`src/rtl/game_pkg.sv`:
```
// Shared types and constants for the Cat vs Dog game blocks.
package game_pkg;

  typedef enum logic [2:0] {
    IDLE    = 3'd0,
    AIM     = 3'd1,
    CHARGE  = 3'd2,
    THROW   = 3'd3,
    RESOLVE = 3'd4,
    GAP     = 3'd5,
    OVER    = 3'd6
  } sched_state_t;

  typedef enum logic {
    CAT = 1'b0,
    DOG = 1'b1
  } player_t;

  localparam int unsigned WIND_NEUTRAL = 50;
  localparam int unsigned WIND_MAX     = 100;
  localparam int unsigned HP_W         = 3;
  localparam int unsigned FORCE_W      = 10;
  localparam int unsigned WIND_W       = 7;
  localparam int unsigned LFSR_W       = 16;
  localparam int unsigned CNT_W        = 32;

endpackage

```
`src/rtl/wind_lfsr.sv`:
```
// Free-running 16-bit Fibonacci LFSR folded into a 0..100 wind value, latched on draw.
module wind_lfsr
  import game_pkg::*;
#(
  parameter logic [LFSR_W-1:0] SEED = 16'hACE1
) (
  input  logic              clk,
  input  logic              rst_n,
  input  logic              draw,
  output logic [WIND_W-1:0] wind_next,
  output logic [WIND_W-1:0] wind
);

  // Values above WIND_MAX are pulled back by the excess of the 7-bit range over it.
  localparam int unsigned WIND_FOLD = (1 << WIND_W) - WIND_MAX;

  logic [LFSR_W-1:0] lfsr_q;
  logic              feedback;
  logic [WIND_W-1:0] sample;

  assign feedback  = lfsr_q[15] ^ lfsr_q[13] ^ lfsr_q[12] ^ lfsr_q[10];
  assign sample    = lfsr_q[WIND_W-1:0];
  assign wind_next = (sample <= WIND_W'(WIND_MAX)) ? sample : sample - WIND_W'(WIND_FOLD);

  always_ff @(posedge clk or negedge rst_n) begin
    if (!rst_n) begin
      lfsr_q <= SEED;
      wind   <= WIND_W'(WIND_NEUTRAL);
    end else begin
      lfsr_q <= {lfsr_q[LFSR_W-2:0], feedback};
      if (draw) begin
        wind <= wind_next;
      end
    end
  end

endmodule

```
`src/rtl/turn_scheduler.sv`:
```
// Turn sequencer: alternates cat/dog throws, measures fire-button force, tracks hp and winner.
module turn_scheduler
  import game_pkg::*;
#(
  parameter int unsigned       CHARGE_DIV = 65536,
  parameter int unsigned       FORCE_MAX  = 1023,
  parameter int unsigned       HP_INIT    = 3,
  parameter int unsigned       GAP_CYCLES = 65000000,
  parameter logic [LFSR_W-1:0] LFSR_SEED  = 16'hACE1
) (
  input  logic               clk,
  input  logic               rst_n,
  input  logic               start_game,
  input  logic               fire_btn,
  input  logic               done_cat,
  input  logic               done_dog,
  input  logic               hit_by_cat,
  input  logic               hit_by_dog,
  output logic               enable_cat,
  output logic               enable_dog,
  output logic [FORCE_W-1:0] throw_force,
  output logic [WIND_W-1:0]  wind_force,
  output logic               turn,
  output logic [HP_W-1:0]    hp_cat,
  output logic [HP_W-1:0]    hp_dog,
  output logic               charging,
  output logic               game_over,
  output logic               winner
);

  sched_state_t       state_q, state_d;
  player_t            turn_q, turn_d, winner_q, winner_d;
  logic [FORCE_W-1:0] force_q, force_d;
  logic [CNT_W-1:0]   presc_q, presc_d;
  logic [CNT_W-1:0]   gap_q, gap_d;
  logic [HP_W-1:0]    hp_cat_q, hp_cat_d, hp_dog_q, hp_dog_d;
  logic               hit_q, hit_d;
  logic               fire_prev_q;
  logic               draw;
  logic               active_hit, active_done;
  logic [HP_W-1:0]    opp_hp, opp_hp_new;

  wind_lfsr #(.SEED(LFSR_SEED)) u_wind (
    .clk       (clk),
    .rst_n     (rst_n),
    .draw      (draw),
    .wind_next (),
    .wind      (wind_force)
  );

  assign active_hit  = (turn_q == DOG) ? hit_by_dog : hit_by_cat;
  assign active_done = (turn_q == DOG) ? done_dog : done_cat;
  assign opp_hp      = (turn_q == DOG) ? hp_cat_q : hp_dog_q;
  assign opp_hp_new  = (hit_q && opp_hp != '0) ? opp_hp - HP_W'(1) : opp_hp;

  // Next-state and datapath updates.
  always_comb begin
    state_d  = state_q;
    turn_d   = turn_q;
    winner_d = winner_q;
    force_d  = force_q;
    presc_d  = presc_q;
    gap_d    = gap_q;
    hp_cat_d = hp_cat_q;
    hp_dog_d = hp_dog_q;
    hit_d    = hit_q;
    draw     = 1'b0;

    case (state_q)
      IDLE, OVER: begin
        if (start_game) begin
          hp_cat_d = HP_W'(HP_INIT);
          hp_dog_d = HP_W'(HP_INIT);
          turn_d   = CAT;
          hit_d    = 1'b0;
          draw     = 1'b1;
          state_d  = AIM;
        end
      end
      AIM: begin
        if (fire_btn && !fire_prev_q) begin
          force_d = '0;
          presc_d = '0;
          hit_d   = 1'b0;
          state_d = CHARGE;
        end
      end
      CHARGE: begin
        if (!fire_btn) begin
          state_d = THROW;
        end else if (presc_q == CNT_W'(CHARGE_DIV - 1)) begin
          presc_d = '0;
          if (force_q != FORCE_W'(FORCE_MAX)) begin
            force_d = force_q + FORCE_W'(1);
          end
        end else begin
          presc_d = presc_q + CNT_W'(1);
        end
      end
      THROW: begin
        if (active_hit) begin
          hit_d = 1'b1;
        end
        if (active_done) begin
          state_d = RESOLVE;
        end
      end
      RESOLVE: begin
        if (turn_q == DOG) begin
          hp_cat_d = opp_hp_new;
        end else begin
          hp_dog_d = opp_hp_new;
        end
        if (opp_hp_new == '0) begin
          winner_d = turn_q;
          state_d  = OVER;
        end else begin
          hit_d   = 1'b0;
          gap_d   = '0;
          state_d = GAP;
        end
      end
      GAP: begin
        if (gap_q >= CNT_W'(GAP_CYCLES - 1)) begin
          turn_d  = (turn_q == CAT) ? DOG : CAT;
          force_d = '0;
          draw    = 1'b1;
          state_d = AIM;
        end else begin
          gap_d = gap_q + CNT_W'(1);
        end
      end
      default: state_d = IDLE;
    endcase
  end

  // State, datapath and registered status outputs.
  always_ff @(posedge clk or negedge rst_n) begin
    if (!rst_n) begin
      state_q     <= IDLE;
      turn_q      <= CAT;
      winner_q    <= CAT;
      force_q     <= '0;
      presc_q     <= '0;
      gap_q       <= '0;
      hp_cat_q    <= HP_W'(HP_INIT);
      hp_dog_q    <= HP_W'(HP_INIT);
      hit_q       <= 1'b0;
      fire_prev_q <= 1'b0;
      enable_cat  <= 1'b0;
      enable_dog  <= 1'b0;
      charging    <= 1'b0;
      game_over   <= 1'b0;
    end else begin
      state_q     <= state_d;
      turn_q      <= turn_d;
      winner_q    <= winner_d;
      force_q     <= force_d;
      presc_q     <= presc_d;
      gap_q       <= gap_d;
      hp_cat_q    <= hp_cat_d;
      hp_dog_q    <= hp_dog_d;
      hit_q       <= hit_d;
      fire_prev_q <= fire_btn;
      enable_cat  <= (state_d == THROW) && (turn_d == CAT);
      enable_dog  <= (state_d == THROW) && (turn_d == DOG);
      charging    <= (state_d == CHARGE);
      game_over   <= (state_d == OVER);
    end
  end

  assign throw_force = force_q;
  assign turn        = turn_q;
  assign winner      = winner_q;
  assign hp_cat      = hp_cat_q;
  assign hp_dog      = hp_dog_q;

endmodule
```
`config.mk`:
```
export PLATFORM = sky130hd
export DESIGN_NAME = turn_scheduler
export DESIGN_NICKNAME = d
export VERILOG_FILES = /design/src/rtl/game_pkg.sv /design/src/rtl/wind_lfsr.sv /design/src/rtl/turn_scheduler.sv
export SDC_FILE = /design/constraint.sdc
export NUM_CORES = 1
export LEC_CHECK = 0
export CAP_MARGIN = 20
export CORE_ASPECT_RATIO = 0.6
export CORE_MARGIN = 3
export CORE_UTILIZATION = 60
export DETAILED_ROUTE_END_ITERATION = 7
export PLACE_DENSITY = 0.86
export SETUP_SLACK_MARGIN = 0.4
export SLEW_MARGIN = 20
export SYNTH_ARGS = -nofsm -noshare
export SYNTH_HDL_FRONTEND = slang
export SYNTH_HIERARCHICAL = 1
export SYNTH_SLANG_ARGS = --single-unit
```
`constraint.sdc`:
```
create_clock -name clk -period 4.1 [get_ports clk]
set_input_delay 0.82 -clock clk [delete_from_list [all_inputs] [get_ports clk]]
set_output_delay 0.82 -clock clk [all_outputs]
set_load 0.005 [all_outputs]
```
[After elaboration in Yosys (flattened, before gate mapping)]
Cells that the tools add are included.
Widths: inputs -> output; s select.
Cells by class
  add/sub/neg operators: 5
  mux-type cells: 42
  shifts and indexed selects: 0
  divide/modulo/power cells: 0
  bitwise logic cells: 4
  multiply operators: 0
  equality and inequality tests: 22
  order comparisons: 2
  reductions and logical operators: 21
Operators by type and width (number)
  $mux 32: 5
  $pmux 32 s2: 2
  $add 32x1->32 const B: 2
  $mux 10: 5
  $eq 32x16->1 const B: 1
  $ge 32x26->1 const B: 1
  $mux 3: 10
  $pmux 10 s3: 1
  $ne 2x2->1 const B: 11
  $pmux 3 s6: 1
  $eq 3x2->1 const B: 4
  $eq 3x3->1 const B: 4
  $pmux 3 s2: 2
  $reduce_and 3->1: 4
  $mux 1: 11
  $add 10x1->10 const B: 1
  $ne 10x10->1 const B: 1
  $le 7x7->1 const B: 1
  $mux 7: 1
  $sub 7x5->7 const B: 1
  $logic_not 3->1: 2
  $reduce_and 6->1: 1
  $reduce_bool 2->1: 3
  $reduce_bool 3->1: 2
  other kinds (13): 19
Word-level totals
  ROM bits: 0
  memories kept: 0
  latch bits: 0
  input bits: 8
  word-level logic and storage cells: 112
  bits in writable memories: 0
  bits in registers: 114
  output and inout bits: 29

[Logic depth before layout (Yosys ltp)]
Gate-level depths: netlist of the first run.
  word-level depth: 9
  gate-level depth with buffers: 13
  depth with buffers taken out: 10

[By module]
The synthesis of the first run kept the hierarchy.
Modules (own cells, without submodules)
  turn_scheduler: area an instance 4952.2 sq um, instances 1, cells each 544
  wind_lfsr: area an instance 849.6 sq um, instances 1, cells each 61

[Least setup slack after synthesis of the first run]
OpenSTA, ideal clock, no wires.
  path kind: register to register
  from: register turn (netlist name)
  to: register presc_q[31]
  stages on the path, launching flop included: 14
  period minus slack after synthesis: 2.819 ns
  path buffers: 3
  library setup time: 0.095 ns
  data required time: 4.005 ns
  slack: 1.281 ns
  data arrival time: 2.723 ns
  cell sequence: dfrtp_1 -> buf_6 -> mux2i_2 -> ha_1 -> ha_1 -> nand2b_1 -> nand3_1 -> a211oi_2 -> a311o_2 -> nand3b_4 -> or2_1 -> buf_6 -> buf_6 -> o31ai_1
RTL lines
  end signal: assignment: RTL line turn_scheduler.sv:159  | presc_q <= presc_d;
  end: declaration: RTL line turn_scheduler.sv:34  | logic [CNT_W-1:0] presc_q, presc_d;

==> results of run 1 <==
==> routing by layer <==
metal / routed length, um / track usage, % / part of all wire, %
met3: 987 / 6.98 / 6.9
met2: 6620 / 44.7 / 47
met1: 6410 / 38.0 / 45
met4: 209 / 11.1 / 1.5
met5: 0 / 0 / 0
==> stage by stage <==
step                      hold WS, ns  setup slack, ns  cell area, sq um
after floorplan                 0.331             1.28              5760
after global placement          0.336            0.567              6230
after detailed placement        0.339            0.294              6230
after CTS                       0.359            0.471              6810
after global routing            0.364            0.457              6810
final                           0.356            0.713              6810
==> layout make-up <==
type                    count  share of cell area [%]
flip-flops and latches    114                    42.2
multi-input cells         443                    39.8
clock buffers              24                    7.37
repair buffers             48                    6.58
well taps                 130                    2.39
clock inverters             8                    1.12
inverters                  10                   0.551
==> registers in the layout (all words and copies together), names as in the netlist <==
signal	cells
winner	1
hit_q	1
charging	1
throw_force	10
fire_prev_q	1
hp_cat	3
u_wind/lfsr_q	16
hp_dog	3
turn	1
game_over	1
gap_q	32
presc_q	32
enable_cat	1
state_q	3
enable_dog	1
u_wind/wind	7
==> repair_timing <==
item | in CTS | in global routing
endpoints found under the setup margin | 28 | 27
buffers inserted | 0 | 0
pin swaps | 0 | 0
cloned | 0 | 0
resized for setup | 1 | 2
==> final timing paths <==
kind                                            start                          to  slack [ns]  cells past startpoint
max                                    turn$_DFF_PN0_      presc_q[5]$_DFFE_PN0P_        0.71                     10
min                        u_wind/lfsr_q[8]$_DFF_PN0_  u_wind/lfsr_q[9]$_DFF_PN0_        0.36                      0
max reg2reg                            turn$_DFF_PN0_      presc_q[5]$_DFFE_PN0P_        0.71                     10
min reg2reg                u_wind/lfsr_q[8]$_DFF_PN0_  u_wind/lfsr_q[9]$_DFF_PN0_        0.36                      0
max in group asynchronous                       rst_n  u_wind/lfsr_q[7]$_DFF_PN1_        2.74                      2
min in group asynchronous                       rst_n       hp_dog[2]$_DFFE_PN0P_        0.43                      1
==> report_power, final <==
group | internal (mW) | switching, mW
registers | 1.13 | 0.000107
clock network | 0.910 | 0.512
logic | 0.00811 | 0.0260
==> results_dict.tcl, run 1 <==
set metrics [dict create \
    run_status "finished clean" \
    wl_um 14200 \
    die_h_um 81.9 \
    fp.dieW_um 133 \
    via_count 4908 \
    cts_tree "built" \
    fin_nets 649 \
    yosys_warnings 6 \
    num-fill-cells 652 \
    critPathMaxStageDelay_ns 0.51 \
    seq_area_sq_um 2870 \
    worstPathMaxFanout 29 \
    totalPowerFinal_mw 2.58 \
    rsz0062_at_grt "no" \
    die_area_sq_um 10900 \
    clk_pin_slew_ns 0.05 \
    cp_cell_sequence "mux2i_2, ha_1, ha_1, nand2b_1, nand4_1, nand4_1, o21ai_0, nand3b_4, or2_4, o41ai_1" \
    start_util_pct 62.3 \
    io_buffers 36 \
    grt_pass1_wl_um 24100 \
    clockRootBuffer "clkbuf_16" \
    hold_viol_final 0 \
    fin_util_pct 73.6 \
    leakagePower_nw 2.92 \
    drc 0 \
    grt_max_degree 52 \
    tightest_slew_ns 0.765 \
    cp-end-kind "flop" \
    gp_congestion 0.883 \
    setup_viol 0 \
    clock_latency_ns 0.41 \
    period_share_pct 82.6 \
    drt_iter0_drc 537 \
    ant_nets 0 \
    syn_nets 613 \
    max-vdd-ir-drop_v 0.000319 \
    slew_headroom_pct 48.8 \
    drive_gt1_share_pct 13.1 \
    tns_ns 0 \
    synth_cells 598 \
    boundaryPins 37 \
    track_usage_pct 28.2 \
    wl_per_cell_um 18.3 \
    firstDrtPassIters 6 \
    antenna_found_initial 0 \
    coreArea_sq_um 9260 \
    slew_violations 0 \
    hp-class "flop to flop" \
    crit_slowest_cell "dfrtp_2" \
    syn_to_final_growth_pct 18.2 \
    clock_sinks 114 \
    cap_violations 0 \
    grt_pass1_vias 4743 \
    critPathTopFamily "simple AND/OR/NAND/NOR gates" \
    finalClockSkew_ns 0.00906 \
    dp_cells 745 \
    start_kind "flop" \
    p_per_area_nw_per_um2 379 \
    overflow 0 \
    layout_min_cycle_time_ns 3.39 \
    max_freq_mhz 295 \
    cts_buffers 17 \
    layout_commonest_cell "dfrtp_1" \
    required_ns 4.40 \
    viasPerCell 6.32 \
    htree_levels 4 \
    arrival_ns 3.68 \
    postCtsHoldBufs 0 \
    syn-cell-area_sq_um 5760 \
    hpwl_um 9320 \
    layout_common_cells "98 x dfrtp_1, 58 x o21ai_0, 58 x nor2_1" \
    critPathBufInv 0 \
    rows 27 \
    diodes 0 \
    avgSynthCellArea_sq_um 9.64 \
    path_class "flop to flop" \
    final_cells 777 \
    multiInputGateArea_sq_um 2710 \
    clockBufferDepth 2 \
]
Power figures use the tool's default switching activity.
==> run 2: changes to the inputs <==
--- a/config.mk
+++ b/config.mk
@@ -8,9 +8,9 @@
 export CAP_MARGIN = 20
 export CORE_ASPECT_RATIO = 0.6
 export CORE_MARGIN = 3
-export CORE_UTILIZATION = 60
+export CORE_UTILIZATION = 54
 export DETAILED_ROUTE_END_ITERATION = 7
-export PLACE_DENSITY = 0.86
+export PLACE_DENSITY = 0.82
 export SETUP_SLACK_MARGIN = 0.4
 export SLEW_MARGIN = 20
 export SYNTH_ARGS = -nofsm -noshare
==> constraint.sdc (replaced) <==
create_clock -name clk -period 2.8 [get_ports clk]
set_input_delay 0.56 -clock clk [delete_from_list [all_inputs] [get_ports clk]]
set_output_delay 0.56 -clock clk [all_outputs]
set_load 0.005 [all_outputs]
==> results_dict.tcl, run 2 (synthesis gave the netlist of run 1 again) <==
set metrics [dict create \
    gp_congestion 0.821 \
    fin_nets 710 \
    tns_ns -2.78 \
    clock_latency_ns 0.41 \
    run_status "complete, but fails checks" \
    diodes 0 \
    rows 28 \
    rsz0062_at_grt "yes" \
    critPathBufInv 1 \
    hp-class "input pin to async pin" \
    hpwl_um 9190 \
    fin_util_pct 78.9 \
    via_count 5828 \
    reg2regPathDepth 11 \
    clock_sinks 114 \
    reg2reg_from "turn$_DFF_PN0_" \
    syn_to_final_growth_pct 38.6 \
    grt_pass1_wl_um 25400 \
    critPathTopFamily "simple AND/OR/NAND/NOR gates" \
    start_kind "flop" \
    drt_iter0_drc 917 \
    cap_violations 0 \
    cts_buffers 17 \
    crit_path_frequent_cell "nand4_1" \
    final_cells 843 \
    ant_nets 0 \
    path_class "flop to flop" \
    required_ns 3.10 \
    cts_tree "built" \
    worstPathMaxFanout 15 \
    viasPerCell 6.91 \
    clockBufferDepth 2 \
    finalClockSkew_ns 0.0106 \
    fp.dieW_um 139 \
    drc 0 \
    htree_levels 4 \
    cp_cell_sequence "mux2i_2, ha_2, ha_4, nand2b_4, nand4_1, nand4_1, o21ai_1, nand3b_4, or2_4, buf_12, o31ai_1" \
    totalPowerFinal_mw 3.84 \
    critPathMaxStageDelay_ns 0.44 \
    grt_pass1_vias 5109 \
    overflow 0 \
    firstDrtPassIters 6 \
    die_h_um 86.0 \
    antenna_found_initial 0 \
    fin_ws_ns -0.175 \
    layout_common_cells "94 x dfrtp_1, 57 x nor2_1, 53 x buf_4" \
    coreArea_sq_um 10100 \
    hold_viol_final 0 \
    p_per_area_nw_per_um2 480 \
    cp-end-kind "flop" \
    leakagePower_nw 3.48 \
    grt_max_degree 51 \
    max_freq_mhz 336 \
    arrival_ns 3.28 \
    hold_ws_ns 0.195 \
    drive_gt1_share_pct 29.8 \
    max-vdd-ir-drop_v 0.000359 \
    postCtsHoldBufs 0 \
    wl_per_cell_um 23.5 \
    layout_min_cycle_time_ns 2.97 \
    dp_cells 770 \
    violations "negative setup slack" \
    crit_slowest_cell "dfrtp_2" \
    layout_commonest_cell "dfrtp_1" \
    clockRootBuffer "clkbuf_16" \
    rr_endpoint "presc_q[21]$_DFFE_PN0P_" \
    track_usage_pct 26.7 \
    wl_um 19900 \
    slew_violations 0 \
    die_area_sq_um 12000 \
    slew_headroom_pct 44.5 \
    io_buffers 36 \
    start_util_pct 56.9 \
    reg.largest.list "gap_q: 32 flops, presc_q: 32 flops, u_wind/lfsr_q: 16 flops" \
    period_share_pct 106 \
    clk_pin_slew_ns 0.06 \
    num-fill-cells 523 \
    tightest_slew_ns 0.830 \
    ff2ff_setup_slack_ns -0.17 \
    setup_viol 31 \
    boundaryPins 37 \
]
-- run 2: cell count changes in the layout (fill, tap and decap cells not counted), moves of 9 or more --
cell     delta
o21ai_2    +10
o21ai_0    -26
buf_4      +40
nor3_1      -9
o21ai_1    +13
-- run 2: cell type report --
cell class / count / area, sq um / area share, %
multi-input combinational: 443 / 3250 / 40.7
clock buffer: 26 / 489 / 6.12
sequential: 114 / 2880 / 36.0
timing repair buffer: 109 / 1080 / 13.6
clock inverter: 6 / 80.1 / 1.00
tap: 135 / 169 / 2.11
inverter: 10 / 37.5 / 0.470
-- run 2: worst register-to-register path: cells and delay by family, from the launching register on --
kind,cells,cell delay (ns)
AO/OA/AOI/OAI,2,0.47
adder cells (fa/ha/maj),2,0.38
buffers and inverters,1,0.18
flip-flops,1,0.44
multiplexers,1,0.28
AND/OR/NAND/NOR,5,1.12
-- run 2: routing by layer --
metal,up-vias,global-route usage [%],part of all wire [%]
li1,2374,-,-
met1,2791,36.7,39
met3,151,7.47,11
met5,-,0,0
met4,0,8.88,6.0
met2,512,41.3,44
-- run 2: report_power, final --
group | switching (mW) | internal, mW
Sequential | 0.000285 | 1.65
Combinational | 0.0418 | 0.0174
Clock | 0.752 | 1.37
-- run 2: how the worst max path moves through the flow --
stage | start | end | slack (ns) | depth (start not counted)
after CTS | turn$_DFF_PN0_ | presc_q[29]$_DFFE_PN0P_ | 0.12 | 11
after detailed placement | turn$_DFF_PN0_ | presc_q[29]$_DFFE_PN0P_ | -0.09 | 11
final | turn$_DFF_PN0_ | presc_q[21]$_DFFE_PN0P_ | -0.17 | 11
after global routing | turn$_DFF_PN0_ | presc_q[24]$_DFFE_PN0P_ | -0.17 | 11
after global placement | fire_btn | presc_q[9]$_DFFE_PN0P_ | 0.08 | 9
after floorplan | turn$_DFF_PN0_ | presc_q[4]$_DFFE_PN0P_ | 0.10 | 13
-- run 2: what timing repair did --
item	4_1_cts	5_1_grt
buffers inserted	15	17
gates cloned	3	6
setup endpoints to repair	71	69
gates resized for setup	34	106
pin swaps	8	38
-- run 2: metrics by stage --
stage	setup WS (ns)	instance area (sq um)
5_1_grt	-0.172	7990
3_5_place_dp	-0.0927	6440
2_1_floorplan	0.102	5790
3_3_place_gp	0.0827	6440
4_1_cts	0.123	7360
6_report	-0.175	7990
==> run 3: changes to the inputs <==
--- a/config.mk
+++ b/config.mk
@@ -5,9 +5,10 @@
 export SDC_FILE = /design/constraint.sdc
 export NUM_CORES = 1
 export LEC_CHECK = 0
+export ABC_CLOCK_PERIOD_IN_PS = 2800
 export CAP_MARGIN = 20
 export CORE_ASPECT_RATIO = 0.6
-export CORE_MARGIN = 3
+export CORE_MARGIN = 2
 export CORE_UTILIZATION = 54
 export DETAILED_ROUTE_END_ITERATION = 7
 export PLACE_DENSITY = 0.82
==> results_dict.tcl, run 3 (synthesis gave the netlist of run 1 again) <==
set metrics [dict create \
    run_status "complete, but fails checks" \
    violations "design-rule violations, negative setup slack" \
    crit_slowest_cell "o21ai_0" \
    gp_congestion 0.864 \
    antenna_found_initial 0 \
    multiInputGateArea_sq_um 3490 \
    clk_pin_slew_ns 0.06 \
    reg2regPathDepth 11 \
    viasPerCell 7.34 \
    start_kind "flop" \
    drive_gt1_share_pct 34.0 \
    reg.largest.list "gap_q: 32 flops, presc_q: 32 flops, u_wind/lfsr_q: 16 flops" \
    hpwl_um 9380 \
    critPathTopFamily "compound AO/OA/AOI/OAI gates" \
    arrival_ns 3.45 \
    p_int_mw 3.26 \
    critPathMaxStageDelay_ns 0.57 \
    finalClockSkew_ns 0.0112 \
    fp.dieW_um 137 \
    leakagePower_nw 3.65 \
    max-vdd-ir-drop_v 0.000544 \
    p_comb_share_pct 1.4 \
    worst-path-stages 11 \
    clockBufferDepth 2 \
    cp_cell_sequence "buf_6, mux2i_2, ha_4, nand2b_4, nand4_1, nand4_1, o21ai_2, nand3b_4, buf_6, o21ai_0, o41ai_1" \
    dpl_worst_slack_ns -0.161 \
    ant_nets 0 \
    layout_commonest_cell "dfrtp_1" \
    rows 29 \
    fin_ws_ns -0.375 \
    cp-end-kind "flop" \
    start_util_pct 55.0 \
    clock_sinks 114 \
    postCtsHoldBufs 0 \
    required_ns 3.07 \
    clock_latency_ns 0.43 \
    hp-class "input pin to async pin" \
    track_usage_pct 31.9 \
    placed_area_sq_um 6460 \
    firstDrtPassIters 8 \
    boundaryPins 37 \
    fin_nets 716 \
    overflow 0 \
    syn_to_final_growth_pct 46.2 \
    worstPathMaxFanout 35 \
    fin_area_sq_um 8430 \
    p_per_area_nw_per_um2 491 \
    tightest_slew_ns 1.11 \
    cts_tree "built" \
    slew_headroom_pct 25.6 \
    path_class "flop to flop" \
    die_area_sq_um 11500 \
    rsz0062_at_grt "yes" \
    grt_pass1_wl_um 28400 \
    setup_viol 31 \
    coreArea_sq_um 10500 \
    grt_max_degree 52 \
    clockRootBuffer "clkbuf_16" \
    layout_min_cycle_time_ns 3.17 \
    drt_iter0_drc 933 \
    critPathBufInv 2 \
    p_switching_mw 0.872 \
    cap_violations 0 \
    die_h_um 84.0 \
    hold_ws_ns 0.184 \
    io_buffers 36 \
    diodes 0 \
    period_share_pct 113 \
    htree_levels 4 \
    seqPwrFrac_pct 39.9 \
    slew_violations 0 \
    drc 23 \
    tns_ns -3.34 \
    layout_common_cells "92 x dfrtp_1, 56 x nor2_1, 50 x buf_4" \
    seq_area_sq_um 2880 \
    num-fill-cells 436 \
    cts_buffers 17 \
    swShare_pct 21.1 \
    wl_per_cell_um 27.8 \
    wl_um 23700 \
    max_freq_mhz 315 \
    p_clk_share_pct 58.7 \
    via_count 6263 \
    totalPowerFinal_mw 4.14 \
    grt_pass1_vias 5588 \
    hold_viol_final 0 \
]
==> run 3: timing repair <==
action                     4_1_cts  5_1_grt
cloned                           3        2
setup buffers                   28       17
hold endpoints to repair         0        0
setup endpoints to repair       55       76
pin swaps                       15       73
gates resized for setup         42      148
==> run 3: cell type report <==
cell class              instances  share of cell area, %
inverters                      10                  0.445
multi-input cells             443                   41.4
clock inverters                10                   2.15
clock buffers                  22                   5.39
well taps                     139                   2.06
flip-flops and latches        114                   34.2
repair buffers                115                   14.3
==> run 3: worst register-to-register path, stage by stage (launching register included) <==
cell and delay, ns:
dfrtp_2 0.45, buf_6 0.17, mux2i_2 0.35, ha_4 0.22
nand2b_4 0.18, nand4_1 0.19, nand4_1 0.20, o21ai_2 0.11
nand3b_4 0.18, buf_6 0.21, o21ai_0 0.58, o41ai_1 0.18
==> run 3: final timing paths <==
check	start	slack (ns)	end
worst min register to register	u_wind/lfsr_q[9]$_DFF_PN0_	0.35	u_wind/lfsr_q[10]$_DFF_PN1_
worst max register to register	turn$_DFF_PN0_	-0.37	presc_q[8]$_DFFE_PN0P_
min in group clk	u_wind/lfsr_q[9]$_DFF_PN0_	0.35	u_wind/lfsr_q[10]$_DFF_PN1_
max in group asynchronous	rst_n	1.78	u_wind/lfsr_q[15]$_DFF_PN1_
worst max-delay path	turn$_DFF_PN0_	-0.37	presc_q[8]$_DFFE_PN0P_
worst min-delay path	rst_n	0.18	presc_q[20]$_DFFE_PN0P_
==> run 3: metrics by stage <==
stage	util [%]	std cells
final	80.4	853
after global routing	80.4	853
after CTS	72.7	834
after detailed placement	61.6	771
after global placement	61.6	771
after floorplan	-	598
==> run 3: layer usage <==
layer | global-route usage [%] | share of wire [%]
met4 | 15.7 | 8.5
met5 | 0 | 0
met3 | 9.78 | 14
met1 | 42.4 | 35
met2 | 47.4 | 43
==> run 3: power by group through the flow <==
stage	Combinational, mW	Clock (mW)	Sequential, mW
2_1_floorplan	0.00342	0	1.68
3_3_place_gp	0.0559	0	1.68
3_5_place_dp	0.0581	0	1.68
4_1_cts	0.0581	2.36	1.65
5_1_grt	0.0666	2.50	1.65
6_report	0.0590	2.43	1.65
==> patch 1, RTL diff (settings of run 1) <==
Remove the register `game_over`: a continuous assignment takes its place, so the output `game_over` follows one clock earlier.
--- a/src/rtl/turn_scheduler.sv
+++ b/src/rtl/turn_scheduler.sv
@@ -150,7 +150,6 @@
       enable_cat  <= 1'b0;
       enable_dog  <= 1'b0;
       charging    <= 1'b0;
-      game_over   <= 1'b0;
     end else begin
       state_q     <= state_d;
       turn_q      <= turn_d;
@@ -165,9 +164,10 @@
       enable_cat  <= (state_d == THROW) && (turn_d == CAT);
       enable_dog  <= (state_d == THROW) && (turn_d == DOG);
       charging    <= (state_d == CHARGE);
-      game_over   <= (state_d == OVER);
     end
   end
+
+  assign game_over = (state_d == OVER);
 
   assign throw_force = force_q;
   assign turn        = turn_q;
Formal check against the unedited RTL: no difference found for any inputs over 10 cycles, from zero or initial values and one cycle with rst_n low; that may be too few to reach the edited logic, so the function may still have changed.
==> patch 1 against run 1 <==
Die area down 0.41%. Setup slack got worse by 0.25 ns. Hold slack improved by 0.0041 ns. Clock skew decreased by 0.0026 ns. Sequential cell count is 1 lower. Synthesized area down 0.43%. Final area grew 2.1%. Total power up 7.8%. Routed wire length increased by 8.2%. Non-clock buffer count rose by 6. Highest routed layer unchanged.
==> patch 1: results (changes against run 1) <==
| Metric | Value |
|---|---|
| Cell count of the worst reg-to-reg path | `9 (-1)` |
| CTS buffer count | `17 (unchanged)` |
| Place WS | `0.181 ns (-0.113 ns)` |
| Status | `finished clean` |
| Slew @ Worst Pin | `0.962 ns (+0.197 ns)` |
| Hold Path Sink | `u_wind/lfsr_q[10]` |
| Buffer count from post-CTS setup fixing | `5 (+5)` |
| Slowest-stage cell, CP | `dfrtp_2` |
| Post-Place Cell Area | `6190 sq um (-0.60%)` |
| Synth warnings | `6 (unchanged)` |
| Cell family with most CP delay | `multiplexers` |
| First-pass GRT wire length | `25400 microns (+5.2%)` |
| Total GRT Usage | `29.5% (+1.4 points)` |
| Antenna violations before repair | `0 (unchanged)` |
| Syn Inst Count | `597 (-0.17%)` |
| R2R setup slack | `approximately 0.7 ns` |
| Post-CTS sizing | `12 (+11)` |
| # diodes | `0 (unchanged)` |
| Worst setup path end | `game_over` |
| # nets final | `654 (+0.77%)` |
| CP max stage delay | `0.44 ns (-0.07 ns)` |
| GP Congestion | `0.921 (+4.2%)` |
| Placed cells | `739 (-0.81%)` |
| Fillers | `566 (-13%)` |
| Mapped Nets | `612 (-0.16%)` |
| Skew final | `0.00651 ns (-0.00256 ns)` |
| Vias in the first global route | `4982 (+5.0%)` |
| Max rail drop VDD | `0.384 mV (+21%)` |
| CTS clk-pin slew, worst paths | `around 0.060 ns` |
| Routed WL | `15400 microns (+8.2%)` |
| Largest net degree at the start of global routing | `63 (+21%)` |
| Leak | `2.98 nW (+1.8%)` |
| DRT iter0 DRCs | `671 (+25%)` |
| HP Start | `u_wind/lfsr_q[9]` |
| Hold Path Class | `reg -> reg` |
| Worst r2r src | `presc_q[0]` |
| Share of layout cells above drive strength 1 | `15.3% (+2.2 points)` |
| Root Driver | `clkbuf_16` |
| Hold path depth | `0 (unchanged)` |
| H-tree levels | `4 (unchanged)` |
| Clock Path Buffers | `2 (unchanged)` |
| Hpwl dp | `9390 microns (+0.82%)` |
| Crit Reg-Reg Endpoint | `throw_force[8]` |
| Setup ws final | `0.460 ns (-0.253 ns)` |
| Via Count | `5090 (+3.7%)` |
| WHS | `0.360 ns (+0.00413 ns)` |
| Setup TNS | `0 ns (unchanged)` |
| CP Max Fanout | `5 (-83%)` |
| TritonRoute pass-1 iters | `5 (-1)` |
| Clk Latency, worst-skew pair | `0.41 ns (about the same)` |
| PortBufs | `36 (unchanged)` |
| Largest regs | `gap_q: 32 flops, presc_q: 32 flops, u_wind/lfsr_q: 16 flops` |
| Vias/cell | `6.54 (+3.6%)` |
| Worst setup startpoint | `turn` |
[patch 1: cell count changes in the layout (fill, tap and decap cells not counted), moves of 2 or more]
cell        before  now
buf_4           13   18
bufinv_16        1    5
mux2i_1          6    3
clkbuf_8         5    3
clkinv_2         3    5
clkinvlp_4       3    1
ha_1             7    5
ha_2             0    2
mux2i_4          0    2
nor2b_1          8    6
[patch 1: final cells by class]
type	count	area, sq um	area share, %
clock buffer	21	470	6.77
clock inverter	11	183	2.63
inverter	10	37.5	0.540
multi-input combinational	443	2760	39.7
sequential	113	2850	40.9
tap	126	158	2.27
timing repair buffer	54	497	7.14
[patch 1: report_power, final]
group | switching, mW | internal [mW]
Sequential | 0.000438 | 1.12
Clock | 0.513 | 1.12
Combinational | 0.0260 | 0.00868
[patch 1: layer usage]
metal / track usage [%] / wire, microns / up-vias
met1: 39.1 / 6580 / 2492
met2: 49.4 / 7290 / 298
met5: 0 / 0 / -
met3: 6.85 / 1230 / 41
li1: - / - / 2259
met4: 9.75 / 285 / 0
==> patch 2, RTL diff (config.mk and constraints of run 1) <==
Made on the original files. The parameter `FORCE_MAX` goes from 1023 to 511.
--- a/src/rtl/turn_scheduler.sv
+++ b/src/rtl/turn_scheduler.sv
@@ -3,7 +3,7 @@
   import game_pkg::*;
 #(
   parameter int unsigned       CHARGE_DIV = 65536,
-  parameter int unsigned       FORCE_MAX  = 1023,
+  parameter int unsigned       FORCE_MAX  = 511,
   parameter int unsigned       HP_INIT    = 3,
   parameter int unsigned       GAP_CYCLES = 65000000,
   parameter logic [LFSR_W-1:0] LFSR_SEED  = 16'hACE1
Formal check against the unedited RTL: no difference found for any inputs over 10 cycles, from zero or initial values and one cycle with rst_n low; that may be too few to reach the edited logic, so the function may still have changed.
==> patch 2 against run 1 <==
Sequential cell count stayed put. First-iteration DRC count is 25% higher. Final area is 3.7% higher. Synthesized area is 2.2% higher. Setup slack worse by 0.022 ns. Routed wire length is 7.9% higher. Critical path type unchanged. Largest cell class unchanged. Highest routed layer unchanged.
Power is not compared: it rests on default switching activity, and its combinational part moved more than twofold at a synthesized area within 25%.
==> patch 2: results (changes against run 1) <==
| Metric | Value |
|---|---|
| Status | `finished clean` |
| Syn Inst Count | `617 (+3.2%)` |
| Total GRT Usage | `29.5% (+1.3 points)` |
| # nets final | `677 (+4.3%)` |
| Vias in the first global route | `5109 (+7.7%)` |
| Placed cells | `770 (+3.4%)` |
| Skew final | `0.0117 ns (+0.00259 ns)` |
| GP Congestion | `0.875 (-0.91%)` |
| Post-CTS sizing | `0 (-1)` |
| R2R setup slack | `0.69 ns (-0.02 ns)` |
| Largest net degree at the start of global routing | `68 (+31%)` |
| TritonRoute pass-1 iters | `5 (-1)` |
| Via Count | `5310 (+8.2%)` |
| Place WS | `0.545 ns (+0.252 ns)` |
| DR WL met3 | `1380 microns (+40%)` |
| CP Max Fanout | `19 (-34%)` |
| Grt met1 use | `40.3% (+2.3 points)` |
| First-pass GRT wire length | `25400 microns (+5.5%)` |
| Met3 Usage GRT | `6.72% (-0.26 points)` |
| Min Clock Period, post-route | `3.41 ns (+0.0217 ns)` |
| Metal-1 WL | `6840 microns (+6.7%)` |
| Met2 usage | `45.2% (+0.56 points)` |
| Cell count of the worst reg-to-reg path | `12 (+2)` |
| Post-Place Cell Area | `6400 sq um (+2.7%)` |
| Top layer in use | `met4` |
| DRT iter0 DRCs | `669 (+25%)` |
| Met2 WL post-DR | `6770 microns (+2.3%)` |
| Arrival time of the worst setup path | `3.74 ns (+0.06 ns)` |
| Mapped Nets | `632 (+3.1%)` |
| WHS | `0.359 ns (+0.00318 ns)` |
| Routed WL | `15300 microns (+7.9%)` |
| Clock group | `1.61 mW` |
==> patch 2: critical path: cells and delay by family (launching register included) <==
| family | cells | cell delay, ns |
|---|---|---|
| simple gates | 2 | 0.74 |
| mux | 2 | 0.60 |
| flops | 1 | 0.59 |
| compound gates | 3 | 0.59 |
| buf+inv | 3 | 0.48 |
| fa+ha+maj | 2 | 0.32 |
==> patch 2: area by class of cell <==
type	count	area, sq um
clock buffer	21	450
clock inverter	11	185
fill	589	2290
inverter	17	63.8
multi-input combinational	462	2870
sequential	114	2870
tap	130	163
timing repair buffer	50	463
==> patch 2: worst paths after layout <==
kind | from | to
max | turn | presc_q[30]
min | u_wind/lfsr_q[14] | u_wind/lfsr_q[15]
max reg2reg | turn | presc_q[30]
min reg2reg | u_wind/lfsr_q[14] | u_wind/lfsr_q[15]
max in group asynchronous | rst_n | u_wind/wind[5]
min in group asynchronous | rst_n | gap_q[19]
